[src/rtl/level_gen_moore_amisha.sv]
// ==== level_gen_moore_amisha : tick-to-level converter, HOLD-cycle high + GAP-cycle guard ====
// ==== with a one-deep pending slot and overrun pulse.                  Rev 1.0 ====
`default_nettype none

module level_gen_moore_amisha #(
  parameter int HOLD   = 4,
  parameter int GAP    = 2,
  parameter int RETRIG = 1,
  parameter int CW     = 8
) (
  input  logic clk_amisha,
  input  logic reset_amisha,
  input  logic tick_amisha,
  output logic level_amisha,
  output logic busy_amisha,
  output logic pend_amisha,
  output logic overrun_amisha
);

  typedef enum logic [1:0] {
    ST_IDLE  = 2'd0,
    ST_HIGH  = 2'd1,
    ST_GUARD = 2'd2
  } state_t;

  localparam logic [CW-1:0] HOLD_LD = CW'(HOLD - 1);
  localparam logic [CW-1:0] GAP_LD  = CW'(GAP - 1);
  localparam logic [CW-1:0] CNT_ONE = CW'(1);

  state_t        state_q, state_d;
  logic [CW-1:0] cnt_q, cnt_d;
  logic          pend_q, pend_d;
  logic          ovr_q, ovr_d;
  logic          level_q, level_d;
  logic          busy_q, busy_d;

  always_ff @(posedge clk_amisha) begin
    if (!reset_amisha) begin
      state_q <= ST_IDLE;
      cnt_q   <= '0;
      pend_q  <= 1'b0;
      ovr_q   <= 1'b0;
      level_q <= 1'b0;
      busy_q  <= 1'b0;
    end else begin
      state_q <= state_d;
      cnt_q   <= cnt_d;
      pend_q  <= pend_d;
      ovr_q   <= ovr_d;
      level_q <= level_d;
      busy_q  <= busy_d;
    end
  end

  always_comb begin
    state_d = state_q;
    cnt_d   = cnt_q;
    pend_d  = pend_q;
    ovr_d   = 1'b0;
    case (state_q)
      ST_IDLE: begin
        if (tick_amisha) begin
          state_d = ST_HIGH;
          cnt_d   = HOLD_LD;
        end
      end
      ST_HIGH: begin
        // Without retrigger a tick during HIGH is queued, or dropped if the slot is full.
        if (tick_amisha && (RETRIG == 0)) begin
          if (!pend_q) pend_d = 1'b1;
          else         ovr_d  = 1'b1;
        end
        if (tick_amisha && (RETRIG != 0)) begin
          cnt_d = HOLD_LD;
        end else if (cnt_q == '0) begin
          state_d = ST_GUARD;
          cnt_d   = GAP_LD;
        end else begin
          cnt_d = cnt_q - CNT_ONE;
        end
      end
      ST_GUARD: begin
        if (cnt_q == '0) begin
          // A fresh tick on the last guard cycle takes over the slot being serviced.
          if (pend_q || tick_amisha) begin
            state_d = ST_HIGH;
            cnt_d   = HOLD_LD;
            pend_d  = pend_q && tick_amisha;
          end else begin
            state_d = ST_IDLE;
          end
        end else begin
          cnt_d = cnt_q - CNT_ONE;
          if (tick_amisha) begin
            if (!pend_q) pend_d = 1'b1;
            else         ovr_d  = 1'b1;
          end
        end
      end
      default: begin
        state_d = ST_IDLE;
        cnt_d   = '0;
        pend_d  = 1'b0;
      end
    endcase
    level_d = (state_d == ST_HIGH);
    busy_d  = (state_d != ST_IDLE);
  end

  assign level_amisha   = level_q;
  assign busy_amisha    = busy_q;
  assign pend_amisha    = pend_q;
  assign overrun_amisha = ovr_q;

endmodule

`default_nettype wire

[config.mk]
export PLATFORM = sky130hd
export DESIGN_NAME = level_gen_moore_amisha
export DESIGN_NICKNAME = d
export VERILOG_FILES = /design/src/rtl/level_gen_moore_amisha.sv
export SDC_FILE = /design/constraint.sdc
export NUM_CORES = 1
export LEC_CHECK = 0
export ABC_AREA = 1
export BUFFER_PORTS_ARGS = -buffer_cell sky130_fd_sc_hd__buf_2
export CORE_UTILIZATION = 51
export DETAILED_ROUTE_END_ITERATION = 16
export PLACE_DENSITY = 0.72
export SYNTH_ARGS = -nofsm -noshare
export SYNTH_HDL_FRONTEND = slang
export SYNTH_SLANG_ARGS = --single-unit
[constraint.sdc]
create_clock -name clk_amisha -period 1.4 [get_ports clk_amisha]
set_clock_uncertainty 0.05 [all_clocks]
set_input_delay 0.14 -clock clk_amisha [delete_from_list [all_inputs] [get_ports clk_amisha]]
set_output_delay 0.14 -clock clk_amisha [all_outputs]
set_load 0.03 [all_outputs]
Word level (Yosys, flattened, before mapping)
Index checks and enable logic that the tools add are counted.
- reduce and logical (&&, ||, !) cells: 9
- mux-type cells: 17
- eq/ne operators: 6
- add/sub/neg operators: 1
- bitwise gates (word level): 4
- operators with widths (operator ; count):
    $mux 8 ; 5
    $pmux 8 s3 ; 1
    $logic_not 8->1 ; 1
    $mux 2 ; 4
    $sub 8x1->8 const B ; 1
    $ne 3x3->1 const B ; 2
    $pmux 2 s3 ; 1
    $mux 1 ; 5
    $eq 2x1->1 const B ; 2
    $not 1->1 ; 4
    $reduce_or 4->1 ; 1
    $reduce_and 3->1 ; 1
    $eq 2x2->1 const B ; 1
    $logic_not 2->1 ; 1
    $ne 2x2->1 const B ; 1
    $pmux 1 s2 ; 1
    $reduce_and 2->1 ; 1
    $reduce_bool 2->1 ; 1
    $reduce_or 2->1 ; 1
    $logic_and 1x1->1 ; 1
    $logic_or 1x1->1 ; 1
- bits of input ports: 3
- flip-flop bits (word level): 14

Longest topological paths before layout
Gate-level depths: netlist (run 1).
- depth in word-level cells: 5
- gate-level depth with buffers: 10

Least setup slack after synthesis (run 1)
Ideal clock, no wire load.
- kind: reg-to-reg
- start: register cnt_q[0]
- end: register cnt_q[2]
- setup slack: 0.036 ns
- cell stages (with the launch flop): 11
- path buffers: 0
- arrival: 1.252 ns
- clock period less this slack: 1.364 ns
- cell sequence: dfxtp_1 inv_1 ha_1 nand2_4 nor2_8 nand3_4 nand2_4 inv_2 nand2_1 nand2_1 nor2_2
- word-level cells in the longest chain between the ends: 4
- elaborated cells between the ends (all ways): 8
- those cells by class: add/sub: 1; eq/ne: 1; mux: 4; reduce/logical: 2
- RTL lines (item ; line ; RTL):
    start, declared ; 31 ; logic [CW-1:0] cnt_q, cnt_d;
    start signal, assigned ; 47 ; cnt_q <= cnt_d;
    $sub 8x1->8 or $logic_not 8->1 (tied branches) ; -- ;
    $mux 8 ; 75 ; end else if (cnt_q == '0) begin
    $mux 8 ; 73 ; if (tick_amisha && (RETRIG != 0)) begin
    $pmux 8 s3 ; 60 ; case (state_q)
Several ways; a longest one is shown, not always the timed one.
A chain may end at the register's enable or synchronous reset.

Worst setup path in the final report (run 1)
- start: register cnt_q[0]
- end: register cnt_q[0]
The elaborated chain is that of the path after synthesis.

==> metrics.csv, run 1 <==
stage,metric,value,unit
worst_setup_path,path_depth,8,
worst_setup_path,critPathMaxStageDelay,0.33,ns
worst_setup_path,critical_path_arrival,1.48,ns
yosys,synthCells,123,
floorplan,rows,14,
power_and_ir_drop,leakage,0.5009,nW
flow_run,drv_cap,0,
worst_setup_path,criticalPathCategory,flop to flop,
timing,period_share,96.30,%
timing,hold_viol,0,
worst_setup_path,cp-end-kind,flop,
cts,htreeDepth,1,
worst_setup_path,startpoint,cnt_q[0],
min_path,min-delay-start,tick_amisha,
layout,final_cells,158,
cts,cts_tree,built,
grt,grt_pass1_vias,722,
yosys,ys_ff_latch,14,
min_path,min_path_cells,3,
placed_design,port_buffers,6,
placed_design,dpl.hpwl,1.302,mm
detailed_routing,route.detailed.drc,0,
layout,n_antenna_cell,0,
detailed_routing,dr.pass1.iters,4,
yosys,seq_area_frac_synth,32.37,%
timing,tightest_slew,0.2348,ns
timing,post-route-min-period,1.348,ns
cts,numCtsBuffers,3,
yosys,yosysWarningCount,0,
placed_design,dp_cells,150,
worst_setup_path,ff2ff_path_depth,8,
layout,nets,148,
floorplan,die-area,0.001867,mm^2
worst_setup_path,r2r_end,cnt_q[0],
worst_setup_path,critPathMaxFanout,8,
timing,setup_viol,0,
floorplan,fp.dieH,43.21,um
cts,ctsLongestPathBuffers,2,
detailed_routing,vias,837,
detailed_routing,drt-total-wl,1.770,mm
grt,grt_max_degree,10,
layout,area_growth,22.54,%
power_and_ir_drop,vdd_ir_drop_max,0.0006545,V
grt,grt.total_usage,22.15,%
worst_setup_path,worst-path-buf-inv,2,
worst_setup_path,critPathRequiredTime,1.53,ns
yosys,synth_area,865.8,um^2
worst_setup_path,rrSetupSlack,0.05,ns
timing,fmax,0.7417,GHz
min_path,min_path_type,primary input to flop,
layout,fin_util,68.83,%
placed_design,gp_congestion,0.9013,
detailed_routing,post_drt_wl_per_cell,11.20,um
cts,clockRootBuffer,clkbuf_4,
yosys,yosys_most_used_dff,dfxtp_1,
worst_setup_path,reg2reg_from,cnt_q[0],
yosys,ys_types,23,
cts,cts_hold_buf,0,
detailed_routing,via_per_inst,5.297,
yosys,synth_edf_count,0,
cts,path_clk_slew,0.09,ns
power_and_ir_drop,power-per-cell-area,1091,mW/mm^2
grt,gr-total-overflow,0,
floorplan,fp.dieW,43.21,um
power_and_ir_drop,finalPower,1.157,mW
worst_setup_path,start_kind,flop,
yosys,synth_fp_nets,128,
layout,stdcell_area,0.001061,mm^2
yosys,async_reset_ff_share,0,%
floorplan,ios,7,
detailed_routing,first_iter_violations,17,
floorplan,initial_utilization,56.17,%
worst_setup_path,path_cells,inv_2 > ha_4 > nand2_4 > nor2_8 > nand3_4 > nand2_4 > buf_4 > a21oi_1,
worst_setup_path,path_delay_family,simple AND/OR/NAND/NOR gates,
layout,drive_gt1_share,38.03,%
yosys,avgSynthCellArea,7.039,um^2
min_path,hold_path_end,overrun_amisha,
cts,cts.sinks,14,
detailed_routing,ant_nets,0,
placed_design,dpl_cell_area,949.7,um^2
grt,grt_antenna_before_repair,0,
floorplan,coreArea,0.001541,mm^2
grt,grt_pass1_wl,3.056,mm
run_status,status,"complete, no violations",
timing,rsz0062_at_grt,yes,
worst_setup_path,crit_path_top_delay_cell,dfxtp_2,
timing,maxSlewHeadroom,84.18,%
cts,clk_latency,0.29,ns
worst_setup_path,cpMostUsedCell,nand2_4,
timing,slew_viol_final,0,
## synthesized netlist by cell type (2+ instances only)
library cell	number	area [um^2]
nand2_4	3	33.78
o211ai_1	2	15.01
nand2_1	28	105.1
dfxtp_1	14	280.3
a21oi_1	7	35.03
o21ai_0	3	15.01
nand3_1	13	65.06
ha_1	2	25.02
inv_1	16	60.06
inv_2	6	22.52
nand4_1	3	18.77
nor2_1	10	37.54
nor2_4	2	22.52
nor2_2	5	31.28
## state kept, by name, summed over array words and instances (netlist names)
name,cells
overrun_amisha,1
level_amisha,1
busy_amisha,1
pend_amisha,1
state_q,2
cnt_q,8
## where the power goes
group	internal [mW]	leakage [nW]	switching [mW]
Clock	0.158	0.0210	0.141
Combinational	0.167	0.364	0.235
Sequential	0.430	0.116	0.0260
## cell usage in the layout (no fill, tap or decap)
| cell | synthesis | layout |
|---|---|---|
| nand2_2 | 1 | 3 |
| inv_1 | 16 | 14 |
| buf_2 | 0 | 6 |
| nor3_1 | 1 | 1 |
| o21ai_1 | 1 | 2 |
| nand4_1 | 3 | 3 |
| nand2_1 | 28 | 26 |
| clkbuf_4 | 0 | 3 |
| a21oi_2 | 0 | 2 |
| clkbuf_8 | 0 | 1 |
| o211ai_1 | 2 | 2 |
| dfxtp_2 | 0 | 4 |
| nor2_8 | 1 | 1 |
| dfxtp_1 | 14 | 10 |
| ha_4 | 0 | 2 |
| nor2_1 | 10 | 9 |
| nor2_4 | 2 | 2 |
| nand3_1 | 13 | 13 |
| a21oi_4 | 1 | 1 |
| o21ai_0 | 3 | 2 |
| nand3_2 | 1 | 1 |
| a21oi_1 | 7 | 5 |
| inv_2 | 6 | 8 |
| nand2_4 | 3 | 3 |
| a21o_1 | 1 | 1 |
| nand3_4 | 1 | 1 |
| nor2_2 | 5 | 6 |
| buf_4 | 0 | 10 |
## worst max-delay path by stage
stage / slack (ns) / end
global route: -0.05 / cnt_q[3]
detailed placement: -0.1 / cnt_q[3]
global placement: -0.03 / cnt_q[2]
CTS: 0.007 / cnt_q[3]
finish: 0.05 / cnt_q[0]
floorplan: 0.04 / cnt_q[2]
## repair_timing
action / in CTS / in global routing
pin swaps: 3 / 6
setup buffers: 2 / 2
endpoints found under the hold margin: 0 / 0
setup endpoints to repair: 8 / 13
gates cloned: 0 / 0
gates resized for setup: 4 / 11
## area by class of cell
class / count / area, um^2
flip-flops and latches: 14 / 285.3
well taps: 16 / 20.02
fillers: 133 / 480.5
multi-input cells: 86 / 531.8
repair buffers: 16 / 105.1
inverters: 22 / 82.58
clock buffers: 4 / 36.28
## metrics by stage
stage	setup TNS [ns]	setup WS (ns)	hold WS, ns
2_1_floorplan	0	0.03581	0.2562
3_3_place_gp	-0.06062	-0.03227	0.4136
3_5_place_dp	-0.3234	-0.09947	0.4095
4_1_cts	0	0.006527	0.1003
5_1_grt	-0.1620	-0.04640	0.1121
6_report	0	0.05181	0.1115
## kinds of logic (layout without fill, tap and decap cells)
logic type	Yosys count	count (layout)	share of synthesized area (%)
and+or+nand+nor	69	69	43.06
AOI/OAI and AO/OA	15	15	10.84
buffers and inverters	23	42	10.84
adders and majority gates	2	2	2.890
DFF	14	14	32.37
## worst reg2reg max path, stage by stage (launching register included)
cell and delay [ns]:
dfxtp_2 0.33, inv_2 0.07, ha_4 0.14, nand2_4 0.07, nor2_8 0.15, nand3_4 0.13
nand2_4 0.12, buf_4 0.13, a21oi_1 0.06
## metal layers
metal | wire, um | part of all wire (%) | track usage [%]
met1 | 796 | 45 | 28.50
met2 | 843 | 48 | 34.33
met3 | 102 | 5.8 | 6.383
met4 | 27 | 1.5 | 9.091
met5 | 0 | 0 | 0
(Power assumes the default switching activity.)
==> run 2: changes to the inputs <==
--- a/config.mk
+++ b/config.mk
@@ -5,11 +5,10 @@
 export SDC_FILE = /design/constraint.sdc
 export NUM_CORES = 1
 export LEC_CHECK = 0
-export ABC_AREA = 1
 export BUFFER_PORTS_ARGS = -buffer_cell sky130_fd_sc_hd__buf_2
-export CORE_UTILIZATION = 51
+export CORE_UTILIZATION = 50
 export DETAILED_ROUTE_END_ITERATION = 16
-export PLACE_DENSITY = 0.72
+export PLACE_DENSITY = 0.71
 export SYNTH_ARGS = -nofsm -noshare
 export SYNTH_HDL_FRONTEND = slang
 export SYNTH_SLANG_ARGS = --single-unit
==> run 2 against run 1 <==
Effect of this change: the flow now finishes with violations (negative setup slack); design area is 10% higher; sequential share of layout area is 2.7 points lower; wire length is 37% higher; synthesized area is 6.8% lower; hold slack worse by 0.00062 ns; die area is 4.7% lower; sequential power is 6.6% higher; sequential cell count stayed put; non-clock buffer count is 16 higher; fmax is 23% lower; worst setup slack worse by 0.41 ns; count of clock-buffer cells in the layout stayed put; critical path type unchanged; largest cell class unchanged.
==> metrics.csv, run 2 <==
stage,metric,value,unit
detailed_routing,first_iter_violations,34,
grt,gr-total-overflow,0,
power_and_ir_drop,vdd_ir_drop_max,0.0008375,V
flow_run,drv_cap,0,
detailed_routing,drt-total-wl,2.432,mm
power_and_ir_drop,switching_share,36.51,%
yosys,synth_edf_count,0,
timing,slew_viol_final,0,
cts,cts_tree,built,
timing,maxSlewHeadroom,71.17,%
grt,grt_max_degree,15,
power_and_ir_drop,p_comb_share,50.2,%
worst_setup_path,critPathMaxFanout,5,
power_and_ir_drop,p_seq_share,30.7,%
grt,grt_pass1_wl,3.988,mm
worst_setup_path,critPathRequiredTime,1.58,ns
yosys,seq_area_frac_synth,34.73,%
yosys,synth_fp_nets,103,
detailed_routing,ant_nets,0,
cts,htreeDepth,1,
cts,clockRootBuffer,clkbuf_4,
layout,n_antenna_cell,0,
yosys,synthCells,98,
timing,fmax,0.5693,GHz
run_status,violations,negative setup slack,
layout,largest_register,cnt_q,
cts,path_clk_slew,0.08,ns
worst_setup_path,start_kind,flop,
worst_setup_path,r2r_end,cnt_q[1],
yosys,synth.area.top_cells,"dfxtp_1 35%, a21oi_1 6.2%, nor2_1 3.7%",
layout,largest_register_ffs,8,
floorplan,fp.dieH,42.18,um
layout,reg.largest.list,"cnt_q x8, state_q x2",
power_and_ir_drop,p_int,1.006,mW
layout,drive_gt1_share,48.09,%
grt,grt_pass1_vias,902,
yosys,avgSynthCellArea,8.235,um^2
timing,setup_viol,13,
floorplan,die-area,0.001779,mm^2
cts,cts_hold_buf,0,
layout,mostFrequentLayoutCell,buf_4,
placed_design,port_buffers,6,
placed_design,dpl.hpwl,1.680,mm
power_and_ir_drop,clock_power_share,19.1,%
yosys,yosysWarningCount,0,
layout,num-fill-cells,112,
yosys,ys_types,41,
floorplan,rows,14,
detailed_routing,dr.pass1.iters,4,
floorplan,ios,7,
timing,hold_viol,0,
yosys,synth.most_common_cell,dfxtp_1,
detailed_routing,vias,901,
yosys,synth_top_cell_area_share,34.73,%
yosys,synth_common_cells,"14 x dfxtp_1, 10 x a21oi_1, 8 x nor2_1, 6 x nand2_1, 5 x inv_1",
timing,post-route-min-period,1.757,ns
worst_setup_path,ff2ff_path_depth,4,
yosys,synth_area_leader_cell,dfxtp_1,
yosys,ys_ff_latch,14,
grt,grt.total_usage,29.54,%
timing,rsz0062_at_grt,yes,
timing,tightest_slew,0.4286,ns
worst_setup_path,critical_path_arrival,1.93,ns
power_and_ir_drop,netSwitchingPower,0.5784,mW
min_path,min_path_type,primary input to flop,
power_and_ir_drop,finalPower,1.584,mW
grt,grt_antenna_before_repair,0,
floorplan,fp.dieW,42.18,um
cts,numCtsBuffers,3,
run_status,status,finished with violations,
cts,ctsLongestPathBuffers,2,
yosys,synth_area,807.0,um^2
yosys,yosys_most_used_dff,dfxtp_1,
yosys,async_reset_ff_share,0,%
detailed_routing,post_drt_wl_per_cell,16.54,um
power_and_ir_drop,leakage,0.4842,nW
power_and_ir_drop,power-per-cell-area,1351,mW/mm^2
placed_design,gp_congestion,0.8854,
min_path,min_path_cells,3,
detailed_routing,route.detailed.drc,0,
worst_setup_path,criticalPathCategory,flop to flop,
floorplan,coreArea,0.001506,mm^2
min_path,min-delay-start,reset_amisha,
cts,cts.sinks,14,
worst_setup_path,cp-end-kind,flop,
timing,fin_ws,-0.3566,ns
floorplan,initial_utilization,53.57,%
timing,setup_tns,-3.023,ns
layout,nets,137,
timing,period_share,125.5,%
worst_setup_path,rrSetupSlack,-0.36,ns
layout,area_growth,45.27,%
detailed_routing,via_per_inst,6.129,
layout,mostFrequentLayoutCells,"26 x buf_4, 11 x dfxtp_1, 8 x a21oi_1, 7 x nor2_1",
worst_setup_path,reg2reg_from,cnt_q[5],
cts,clk_latency,0.29,ns
min_path,hold_path_end,cnt_q[7],
==> run 2: cell types whose count changed in the layout (fill, tap and decap cells not counted), sizes merged, moves of 4 or more <==
cell,change
nand2b,+4
buf,+16
nand3,-13
inv,-17
nor2,-10
a31oi,+4
nand2,-26
==> run 2: timing repair <==
action                                  CTS  global route
gates resized for setup                  13             6
endpoints found under the hold margin     0             0
setup buffers                             3             1
endpoints found under the setup margin   14            14
pin swaps                                 4             3
==> run 2: through the flow <==
stage / setup slack, ns / hold WS, ns / instances / instance area (um^2) / util (%)
5_1_grt: -0.3838 / 0.1161 / 147 / 1172 / 77.82
6_report: -0.3566 / 0.1109 / 147 / 1172 / 77.82
3_5_place_dp: -0.3516 / 0.3934 / 139 / 1030 / 68.36
3_3_place_gp: -0.2671 / 0.3882 / 139 / 1030 / 68.36
4_1_cts: -0.3544 / 0.1030 / 146 / 1136 / 75.42
2_1_floorplan: -0.2384 / 0.2075 / 98 / 834.6 / -
==> run 2: worst max-delay path, cell delays in order, from the launching register on <==
cell and delay (ns):
dfxtp_2 0.33, or4_4 0.57, or3_4 0.42, a21oi_2 0.14
o221a_1 0.20
==> run 2: how the worst max path moves through the flow <==
stage / from / to / slack [ns] / depth (start not counted)
5_1_grt: cnt_q[5] / cnt_q[1] / -0.38 / 4
6_report: cnt_q[5] / cnt_q[1] / -0.36 / 4
2_1_floorplan: cnt_q[3] / cnt_q[1] / -0.24 / 4
3_3_place_gp: cnt_q[5] / cnt_q[1] / -0.27 / 4
4_1_cts: cnt_q[5] / cnt_q[1] / -0.35 / 4
3_5_place_dp: cnt_q[0] / cnt_q[1] / -0.35 / 6
==> run 2: area by class of cell <==
class,count,area (um^2),area share [%]
clock buffer,4,36.28,3.095
inverter,5,18.77,1.601
timing repair buffer,32,225.2,19.21
tap,16,20.02,1.708
sequential,14,284.0,24.23
multi-input combinational,76,588.1,50.16
==> run 2: per-layer routing <==
layer / up-vias / part of all wire, % / GRT usage (%)
li1: 438 / - / -
met1: 420 / 37 / 34.05
met2: 28 / 55 / 51.08
met3: 15 / 4.2 / 3.879
met4: 0 / 4.2 / 18.13
met5: - / 0 / 0
==> run 2: kinds of logic (layout without fill, tap and decap cells) <==
| kind of cell | count (synthesis) | count (layout) | share of synthesized area, % |
|---|---|---|---|
| flops | 14 | 14 | 34.73 |
| simple gates | 41 | 41 | 30.08 |
| compound gates | 32 | 32 | 26.20 |
| fa+ha+maj | 2 | 2 | 3.100 |
| mux | 1 | 1 | 1.240 |
| buf+inv | 8 | 41 | 4.652 |
==> run 2: power groups by stage <==
stage / clock (mW) / sequential, mW / combinational (mW)
2_1_floorplan: 0 / 0.512 / 0.358
3_3_place_gp: 0 / 0.483 / 0.618
3_5_place_dp: 0 / 0.487 / 0.640
4_1_cts: 0.307 / 0.483 / 0.722
5_1_grt: 0.327 / 0.492 / 0.850
6_report: 0.303 / 0.486 / 0.795
